**config.mk**
```make
export PLATFORM = sky130hd
export DESIGN_NAME = i2c_slave_byte_engine_flat
export DESIGN_NICKNAME = d
export VERILOG_FILES = /design/src/rtl/i2c_slave_byte_engine_if.sv /design/src/rtl/i2c_slave_byte_engine.sv /design/src/flat_wrapper.sv
export SDC_FILE = /design/constraint.sdc
export NUM_CORES = 1
export LEC_CHECK = 0
export ABC_AREA = 1
export CAP_MARGIN = 0
export CELL_PAD_IN_SITES_DETAIL_PLACEMENT = 0
export CELL_PAD_IN_SITES_GLOBAL_PLACEMENT = 2
export CORE_MARGIN = 3
export CORE_UTILIZATION = 31
export CTS_BUF_LIST = sky130_fd_sc_hd__clkbuf_8
export CTS_CLUSTER_SIZE = 10
export DETAILED_ROUTE_END_ITERATION = 10
export PLACE_DENSITY = 0.79
export SYNTH_ARGS = -nofsm -noshare
export SYNTH_HDL_FRONTEND = slang
export SYNTH_SLANG_ARGS = --single-unit
```
**constraint.sdc**
```tcl
create_clock -name wb_clk_i -period 1.99 [get_ports wb_clk_i]
set_input_delay 0.398 -clock wb_clk_i [delete_from_list [all_inputs] [get_ports wb_clk_i]]
set_output_delay 0.398 -clock wb_clk_i [all_outputs]
set_load 0.02 [all_outputs]
```
**src/rtl/i2c_slave_byte_engine_if.sv**
```systemverilog
// Bus/handshake bundle of the I2C slave byte engine.
// The slave modport is the engine's view; the master modport is the
// pad/Wishbone-side environment that drives the pins and the byte handshakes.
interface i2c_slave_byte_engine_if;
    logic       scl_i;
    logic       sda_i;
    logic       scl_oe_o;
    logic       sda_oe_o;
    logic [7:0] rx_data_o;
    logic       rx_valid_o;
    logic       rx_first_o;
    logic       rx_ready_i;
    logic [7:0] tx_data_i;
    logic       tx_valid_i;
    logic       tx_ready_o;
    logic       start_o;
    logic       stop_o;
    logic       rw_o;
    logic       busy_o;

    modport slave (
        input  scl_i, sda_i, rx_ready_i, tx_data_i, tx_valid_i,
        output scl_oe_o, sda_oe_o, rx_data_o, rx_valid_o, rx_first_o,
               tx_ready_o, start_o, stop_o, rw_o, busy_o
    );

    modport master (
        output scl_i, sda_i, rx_ready_i, tx_data_i, tx_valid_i,
        input  scl_oe_o, sda_oe_o, rx_data_o, rx_valid_o, rx_first_o,
               tx_ready_o, start_o, stop_o, rw_o, busy_o
    );
endinterface

```
**src/rtl/i2c_slave_byte_engine.sv**
```systemverilog
// I2C slave serial front end: synchronises and glitch-filters SCL/SDA,
// detects START/STOP, matches the 7-bit address, ACKs and shifts bytes, and
// exchanges data bytes with the Wishbone side over valid/ready, stretching
// SCL whenever that side has not yet taken or supplied a byte.
module i2c_slave_byte_engine #(
    parameter logic [6:0] SLAVE_ADDR    = 7'h55,
    parameter int         SYNC_STAGES   = 2,
    parameter int         GLITCH_CYCLES = 3
) (
    input  logic                     wb_clk_i,
    input  logic                     wb_rst_i,
    i2c_slave_byte_engine_if.slave   bus
);

    localparam int              CNT_W    = $clog2(GLITCH_CYCLES + 1);
    localparam logic [CNT_W-1:0] CNT_LAST = CNT_W'(GLITCH_CYCLES - 1);
    localparam logic [CNT_W-1:0] CNT_ONE  = CNT_W'(1);

    typedef enum logic [3:0] {
        ST_IDLE, ST_ADDR, ST_ADDR_ACK, ST_WR_DATA, ST_WR_ACK,
        ST_RD_LOAD, ST_RD_DATA, ST_RD_ACK, ST_IGNORE
    } state_t;

    state_t                 state_r;
    logic [SYNC_STAGES-1:0] scl_sync_r;
    logic [SYNC_STAGES-1:0] sda_sync_r;
    logic [CNT_W-1:0]       scl_cnt_r;
    logic [CNT_W-1:0]       sda_cnt_r;
    logic                   scl_filt_r;
    logic                   sda_filt_r;
    logic                   scl_prev_r;
    logic                   sda_prev_r;
    logic [7:0]             shift_r;
    logic [2:0]             bit_cnt_r;
    logic                   first_r;     // next delivered write byte is the first after the address
    logic                   rx_pend_r;   // received byte waiting for the rx slot to free up

    logic       scl_rise_s;
    logic       scl_fall_s;
    logic       start_s;
    logic       stop_s;
    logic [7:0] byte_s;
    logic       rx_free_s;

    assign scl_rise_s = scl_filt_r & ~scl_prev_r;
    assign scl_fall_s = ~scl_filt_r & scl_prev_r;
    assign start_s    = scl_filt_r & scl_prev_r & ~sda_filt_r & sda_prev_r;
    assign stop_s     = scl_filt_r & scl_prev_r & sda_filt_r & ~sda_prev_r;
    assign byte_s     = {shift_r[6:0], sda_filt_r};
    assign rx_free_s  = ~bus.rx_valid_o | bus.rx_ready_i;

    // Pad synchronisers, preset to the idle (high) bus level
    always_ff @(posedge wb_clk_i) begin
        if (wb_rst_i) begin
            scl_sync_r <= '1;
            sda_sync_r <= '1;
        end else begin
            scl_sync_r <= {scl_sync_r[SYNC_STAGES-2:0], bus.scl_i};
            sda_sync_r <= {sda_sync_r[SYNC_STAGES-2:0], bus.sda_i};
        end
    end

    // Glitch filters: a level only flips after GLITCH_CYCLES consecutive differing samples
    always_ff @(posedge wb_clk_i) begin
        if (wb_rst_i) begin
            scl_filt_r <= 1'b1;
            sda_filt_r <= 1'b1;
            scl_prev_r <= 1'b1;
            sda_prev_r <= 1'b1;
            scl_cnt_r  <= '0;
            sda_cnt_r  <= '0;
        end else begin
            scl_prev_r <= scl_filt_r;
            sda_prev_r <= sda_filt_r;
            if (scl_sync_r[SYNC_STAGES-1] == scl_filt_r) begin
                scl_cnt_r <= '0;
            end else if (scl_cnt_r == CNT_LAST) begin
                scl_filt_r <= ~scl_filt_r;
                scl_cnt_r  <= '0;
            end else begin
                scl_cnt_r <= scl_cnt_r + CNT_ONE;
            end
            if (sda_sync_r[SYNC_STAGES-1] == sda_filt_r) begin
                sda_cnt_r <= '0;
            end else if (sda_cnt_r == CNT_LAST) begin
                sda_filt_r <= ~sda_filt_r;
                sda_cnt_r  <= '0;
            end else begin
                sda_cnt_r <= sda_cnt_r + CNT_ONE;
            end
        end
    end

    // Protocol FSM with registered pin drivers and byte handshakes
    always_ff @(posedge wb_clk_i) begin
        if (wb_rst_i) begin
            state_r        <= ST_IDLE;
            shift_r        <= 8'h00;
            bit_cnt_r      <= 3'd0;
            first_r        <= 1'b0;
            rx_pend_r      <= 1'b0;
            bus.scl_oe_o   <= 1'b0;
            bus.sda_oe_o   <= 1'b0;
            bus.rx_data_o  <= 8'h00;
            bus.rx_valid_o <= 1'b0;
            bus.rx_first_o <= 1'b0;
            bus.tx_ready_o <= 1'b0;
            bus.start_o    <= 1'b0;
            bus.stop_o     <= 1'b0;
            bus.rw_o       <= 1'b0;
            bus.busy_o     <= 1'b0;
        end else begin
            bus.start_o <= 1'b0;
            bus.stop_o  <= 1'b0;
            // Completed handshakes retire; a delivery below may re-arm rx_valid
            if (bus.rx_valid_o && bus.rx_ready_i) begin
                bus.rx_valid_o <= 1'b0;
            end
            if (bus.tx_ready_o && bus.tx_valid_i) begin
                bus.tx_ready_o <= 1'b0;
            end

            if (start_s || stop_s) begin
                // Bus conditions abort any byte in flight and free both lines
                bus.scl_oe_o   <= 1'b0;
                bus.sda_oe_o   <= 1'b0;
                bus.tx_ready_o <= 1'b0;
                rx_pend_r      <= 1'b0;
                bit_cnt_r      <= 3'd0;
                bus.start_o    <= start_s;
                bus.stop_o     <= stop_s;
                bus.busy_o     <= start_s;
                state_r        <= start_s ? ST_ADDR : ST_IDLE;
            end else begin
                case (state_r)
                    ST_IDLE: begin
                        state_r <= ST_IDLE;
                    end
                    ST_ADDR: begin
                        if (scl_rise_s) begin
                            shift_r   <= byte_s;
                            bit_cnt_r <= bit_cnt_r + 3'd1;
                            if (bit_cnt_r == 3'd7) begin
                                if (byte_s[7:1] == SLAVE_ADDR) begin
                                    bus.rw_o <= byte_s[0];
                                    first_r  <= 1'b1;
                                    state_r  <= ST_ADDR_ACK;
                                end else begin
                                    state_r <= ST_IGNORE;
                                end
                            end
                        end
                    end
                    ST_ADDR_ACK: begin
                        // sda_oe_o doubles as the phase marker: low before the ACK bit, high during it
                        if (scl_fall_s) begin
                            if (!bus.sda_oe_o) begin
                                bus.sda_oe_o <= 1'b1;
                            end else begin
                                bus.sda_oe_o <= 1'b0;
                                bit_cnt_r    <= 3'd0;
                                if (bus.rw_o) begin
                                    bus.tx_ready_o <= 1'b1;
                                    bus.scl_oe_o   <= 1'b1;
                                    state_r        <= ST_RD_LOAD;
                                end else begin
                                    state_r <= ST_WR_DATA;
                                end
                            end
                        end
                    end
                    ST_WR_DATA: begin
                        if (scl_rise_s) begin
                            shift_r   <= byte_s;
                            bit_cnt_r <= bit_cnt_r + 3'd1;
                            if (bit_cnt_r == 3'd7) begin
                                state_r <= ST_WR_ACK;
                                if (rx_free_s) begin
                                    bus.rx_data_o  <= byte_s;
                                    bus.rx_valid_o <= 1'b1;
                                    bus.rx_first_o <= first_r;
                                    first_r        <= 1'b0;
                                end else begin
                                    rx_pend_r <= 1'b1;
                                end
                            end
                        end
                    end
                    ST_WR_ACK: begin
                        // A byte held back by an unaccepted predecessor goes out once the slot frees
                        if (rx_pend_r && rx_free_s) begin
                            bus.rx_data_o  <= shift_r;
                            bus.rx_valid_o <= 1'b1;
                            bus.rx_first_o <= first_r;
                            first_r        <= 1'b0;
                            rx_pend_r      <= 1'b0;
                        end
                        if (scl_fall_s && !bus.sda_oe_o) begin
                            bus.sda_oe_o <= 1'b1;
                        end else if (scl_fall_s) begin
                            bus.sda_oe_o <= 1'b0;
                            bus.scl_oe_o <= 1'b0;
                            bit_cnt_r    <= 3'd0;
                            state_r      <= ST_WR_DATA;
                        end else if (bus.sda_oe_o) begin
                            bus.scl_oe_o <= rx_pend_r | (bus.rx_valid_o & ~bus.rx_ready_i);
                        end
                    end
                    ST_RD_LOAD: begin
                        if (bus.tx_ready_o && bus.tx_valid_i) begin
                            shift_r      <= bus.tx_data_i;
                            bus.sda_oe_o <= ~bus.tx_data_i[7];
                            bus.scl_oe_o <= 1'b0;
                            bit_cnt_r    <= 3'd0;
                            state_r      <= ST_RD_DATA;
                        end
                    end
                    ST_RD_DATA: begin
                        if (scl_fall_s) begin
                            if (bit_cnt_r == 3'd7) begin
                                bus.sda_oe_o <= 1'b0;
                                state_r      <= ST_RD_ACK;
                            end else begin
                                bus.sda_oe_o <= ~shift_r[6];
                                shift_r      <= {shift_r[6:0], 1'b0};
                                bit_cnt_r    <= bit_cnt_r + 3'd1;
                            end
                        end
                    end
                    ST_RD_ACK: begin
                        if (scl_rise_s && sda_filt_r) begin
                            state_r <= ST_IGNORE;
                        end else if (scl_fall_s) begin
                            bus.tx_ready_o <= 1'b1;
                            bus.scl_oe_o   <= 1'b1;
                            state_r        <= ST_RD_LOAD;
                        end
                    end
                    ST_IGNORE: begin
                        state_r <= ST_IGNORE;
                    end
                    default: begin
                        state_r <= ST_IDLE;
                    end
                endcase
            end
        end
    end

endmodule

```
**src/flat_wrapper.sv**
```systemverilog
// flat-port wrapper written by rule: the top's interface ports become plain ports
module i2c_slave_byte_engine_flat 
#(
    parameter logic [6:0] SLAVE_ADDR    = 7'h55,
    parameter int         SYNC_STAGES   = 2,
    parameter int         GLITCH_CYCLES = 3
)
  (wb_clk_i, wb_rst_i, bus_scl_i, bus_sda_i, bus_rx_ready_i, bus_tx_data_i, bus_tx_valid_i, bus_scl_oe_o, bus_sda_oe_o, bus_rx_data_o, bus_rx_valid_o, bus_rx_first_o, bus_tx_ready_o, bus_start_o, bus_stop_o, bus_rw_o, bus_busy_o);
  i2c_slave_byte_engine_if bus_i ();
  input  logic wb_clk_i;
  input  logic wb_rst_i;
  input wire logic [$bits(bus_i.scl_i)-1:0] bus_scl_i;
  input wire logic [$bits(bus_i.sda_i)-1:0] bus_sda_i;
  input wire logic [$bits(bus_i.rx_ready_i)-1:0] bus_rx_ready_i;
  input wire logic [$bits(bus_i.tx_data_i)-1:0] bus_tx_data_i;
  input wire logic [$bits(bus_i.tx_valid_i)-1:0] bus_tx_valid_i;
  output wire logic [$bits(bus_i.scl_oe_o)-1:0] bus_scl_oe_o;
  output wire logic [$bits(bus_i.sda_oe_o)-1:0] bus_sda_oe_o;
  output wire logic [$bits(bus_i.rx_data_o)-1:0] bus_rx_data_o;
  output wire logic [$bits(bus_i.rx_valid_o)-1:0] bus_rx_valid_o;
  output wire logic [$bits(bus_i.rx_first_o)-1:0] bus_rx_first_o;
  output wire logic [$bits(bus_i.tx_ready_o)-1:0] bus_tx_ready_o;
  output wire logic [$bits(bus_i.start_o)-1:0] bus_start_o;
  output wire logic [$bits(bus_i.stop_o)-1:0] bus_stop_o;
  output wire logic [$bits(bus_i.rw_o)-1:0] bus_rw_o;
  output wire logic [$bits(bus_i.busy_o)-1:0] bus_busy_o;
  assign bus_i.scl_i = bus_scl_i;
  assign bus_i.sda_i = bus_sda_i;
  assign bus_i.rx_ready_i = bus_rx_ready_i;
  assign bus_i.tx_data_i = bus_tx_data_i;
  assign bus_i.tx_valid_i = bus_tx_valid_i;
  assign bus_scl_oe_o = bus_i.scl_oe_o;
  assign bus_sda_oe_o = bus_i.sda_oe_o;
  assign bus_rx_data_o = bus_i.rx_data_o;
  assign bus_rx_valid_o = bus_i.rx_valid_o;
  assign bus_rx_first_o = bus_i.rx_first_o;
  assign bus_tx_ready_o = bus_i.tx_ready_o;
  assign bus_start_o = bus_i.start_o;
  assign bus_stop_o = bus_i.stop_o;
  assign bus_rw_o = bus_i.rw_o;
  assign bus_busy_o = bus_i.busy_o;
  i2c_slave_byte_engine #(.SLAVE_ADDR(SLAVE_ADDR), .SYNC_STAGES(SYNC_STAGES), .GLITCH_CYCLES(GLITCH_CYCLES)) u_core (.wb_clk_i(wb_clk_i), .wb_rst_i(wb_rst_i), .bus(bus_i));
endmodule
```
==> summary.md <==
| Metric | Value |
|---|---|
| Status | `completed` |
| Bufs and invs on worst path | `1` |
| Die Width | `95.40 µm` |
| Io pins | `31` |
| Comb power frac | `0.046` |
| Routed vias/inst | `4.623` |
| First-pass DRT Iterations | `5` |
| Max Freq | `around 580 MHz` |
| Net Sw Frac | `0.2100` |
| Clock Latency Late Sink | `a little under 0.3 ns` |
| DP Worst Slack | `0.08485 ns` |
| Routed via count | `2450` |
| Leak | `1.321 nW` |
| Drt total wl | `6.568 mm` |
| Startpoint Class | `flip-flop` |
| Post-Syn Area | `2477 µm²` |
| DRC | `0` |
| Synth-to-layout area growth | `25.40%` |
| Post-route ant nets | `0` |
| # rows | `31` |
| Num CTS Buffers | `5` |
| Worst Slack Setup Final | `0.2524 ns` |
| Clock slew at reported path FFs | `approximately 0.090 ns` |
| Hold_ws | `0.4128 ns` |
| Die H | `95.40 µm` |
| Min-delay worst type | `flip-flop to flip-flop` |
| Syn avg cell area | `between 6 and 7 µm²` |
| Internal | `0.001338 W` |
| N_diodes | `0` |
| Gr ovfl total | `0` |
| PwrDens | `545.1 nW/µm²` |
| Number of setup violations in the final report | `0` |
| Slew Viols, Final | `0` |
| Cts hold-fix bufs | `0` |
| CTS Sinks | `46` |
| Worst-Margin Slew | `0.4903 ns` |
| Iter 0 DRT Violations | `174` |
| Sequential share of power | `0.550` |
| Starting Density | `0.3309` |
| Critical path type | `flip-flop to flip-flop` |
| Flops & latches, synth | `46` |
| R2R Path Start | `u_core.state_r[2]` |
| Peak VDD IR | `0.4867 mV` |
| Most frequent cells in the layout | `nand2_1, nor2_1, dfxtp_1` |
| Setup TNS | `0 ns` |
| Max H-tree Level | `2` |
| HP Start | `u_core.sda_cnt_r[0]` |
| Largest net degree at the start of global routing | `18` |
| Clock group share of total power | `0.404` |
| Die ar. | `about 9100 µm²` |
| CP Capture Type | `flip-flop` |
| Critical Path AT | `about 1.9 ns` |
| Layout cells sized above 1 | `0.1021` |
| Top Usage Layer GRT | `met2` |
| Cells along the critical path | `nor2_2, nand2_2, nand2_2, o21ai_1, nor3_4, buf_12, nand2_1, nand2_1, nor2_1` |
| Gp weighted congestion | `0.8532` |
| Synth warn | `0` |
| Sequential area share after synthesis | `0.3717` |
| Post-CTS Setup Bufs | `0` |
| Crit-path max cell delay | `0.36 ns` |
| Grt met3 use | `0.02684` |
| Final hold violation count | `0` |
| Total GRT Usage | `0.1579` |
| RSZ-0062 raised after global routing | `no` |
| Core area | `7486 µm²` |
| Worst Skew | `a little under 0.009 ns` |
| Psw | `approximately 0.00036 W` |
| Gates resized, CTS repair | `0` |
| Worst path required time | `2.19 ns` |
| Fillcell total | `843` |
| Tot Pwr | `0.001693 W` |
| First-pass GRT wire length | `11.18 mm` |
| Worst setup path startpoint | `u_core.state_r[2]` |
| Routed len/inst | `around 12 µm` |
| Cell variety after synth | `28` |
| Max_cap viols | `0` |
| Synth Instances | `387` |
| Initial antenna violation count | `0` |
| Critical-path top delay cell | `dfxtp_1` |
| M1 GR Usage | `0.2214` |
| Number of global-route vias before repair | `2372` |
| Min cycle time layout | `1.738 ns` |
| I/O Buffers | `30` |
| Slew HR | `0.6728` |
| Part of the cycle the worst path needs | `0.8732` |
| Grt met2 use | `0.2554` |
| Clock buffer depth | `2` |
| Worst path top cell family by delay | `simple AND/OR/NAND/NOR gates` |
| CP Max Fanout | `17` |
| Net count reported at finish | `449` |
| Commonest non-fill, non-tap cell in the layout | `nand2_1` |
| CTS tree | `done` |
| Syn Nets | `406` |
| DP Wirelength | `5.225 mm` |
| Root buffer cell | `clkbuf_8` |
-- cells in the mapped netlist --
cell / n / area share
a211oi_1: 1 / 0.0030
a21oi_1: 18 / 0.036
a22o_1: 1 / 0.0035
a22oi_1: 1 / 0.0030
a32o_1: 1 / 0.0040
buf_2: 1 / 0.0020
buf_4: 4 / 0.012
clkbuf_1: 5 / 0.0076
dfxtp_1: 46 / 0.37
ha_1: 5 / 0.025
inv_1: 43 / 0.065
inv_2: 6 / 0.0091
nand2_1: 105 / 0.16
nand2_2: 3 / 0.0076
nand3_1: 21 / 0.042
nand3b_1: 1 / 0.0030
nand4_1: 9 / 0.023
nor2_1: 69 / 0.10
nor2_2: 1 / 0.0025
nor2_4: 2 / 0.0091
nor3_1: 3 / 0.0061
nor3_4: 2 / 0.013
nor3b_1: 1 / 0.0030
nor4_1: 1 / 0.0025
o211ai_1: 4 / 0.012
o21ai_0: 23 / 0.046
o21ai_1: 5 / 0.010
or2_2: 5 / 0.013
-- path summary, 6_finish.rpt --
| check | endpoint | slack, ns | depth (start not counted) |
|---|---|---|---|
| worst max-delay path | u_core.bus.rx_data_o[5] | 0.25 | 9 |
| worst min register to register | u_core.sda_cnt_r[0] | 0.41 | 1 |
| worst max register to register | u_core.bus.rx_data_o[5] | 0.25 | 9 |
| worst min-delay path | u_core.sda_cnt_r[0] | 0.41 | 1 |
-- area by class of cell --
type                            instances  area, µm²  area share
Clock buffer                            5      68.82     0.02215
Clock inverter                          3      41.29     0.01329
Inverter                               49      183.9     0.05920
Multi-Input combinational cell        282       1321      0.4253
Sequential cell                        46      922.1      0.2968
Tap cell                               99      123.9     0.03987
Timing Repair Buffer                   46      445.4      0.1434
-- state kept, by name, indices dropped and copies added (netlist names), 2 cells and up --
| signal | flops |
|---|---|
| u_core.sda_sync_r | 2 |
| u_core.bit_cnt_r | 3 |
| u_core.scl_cnt_r | 2 |
| u_core.scl_sync_r | 2 |
| u_core.sda_cnt_r | 2 |
| u_core.state_r | 4 |
| u_core.shift_r | 8 |
| u_core.bus.rx_data_o | 8 |
-- stage by stage --
| step | instance area (µm²) | std cells | util |
|---|---|---|---|
| 2_1_floorplan | 2477 | 387 | - |
| 3_3_place_gp | 2993 | 522 | 0.3998 |
| 3_5_place_dp | 2993 | 522 | 0.3998 |
| 4_1_cts | 3103 | 530 | 0.4145 |
| 5_1_grt | 3107 | 530 | 0.4150 |
| 6_report | 3107 | 530 | 0.4150 |
-- cell families after synthesis --
group,count (synthesis),share of synthesized area
fa+ha+maj,5,0.02525
compound gates,54,0.1187
simple gates,223,0.3884
buf+inv,59,0.09596
flops,46,0.3717
-- power groups by stage --
| stage | Combinational, W | Sequential (W) | Clock (W) |
|---|---|---|---|
| 6_report | 0.0000781 | 0.000931 | 0.000685 |
| 3_5_place_dp | 0.0000793 | 0.000953 | 0 |
| 4_1_cts | 0.0000796 | 0.000931 | 0.000724 |
| 2_1_floorplan | 0.0000368 | 0.000952 | 0 |
| 5_1_grt | 0.0000893 | 0.000932 | 0.000756 |
| 3_3_place_gp | 0.0000788 | 0.000953 | 0 |
-- metal layers --
metal,vias to the layer above,part of all wire
li1,1311,-
met1,1090,0.51
met2,45,0.44
met3,4,0.038
met4,0,0.0088
met5,-,0
Power figures use the tool's default switching activity.
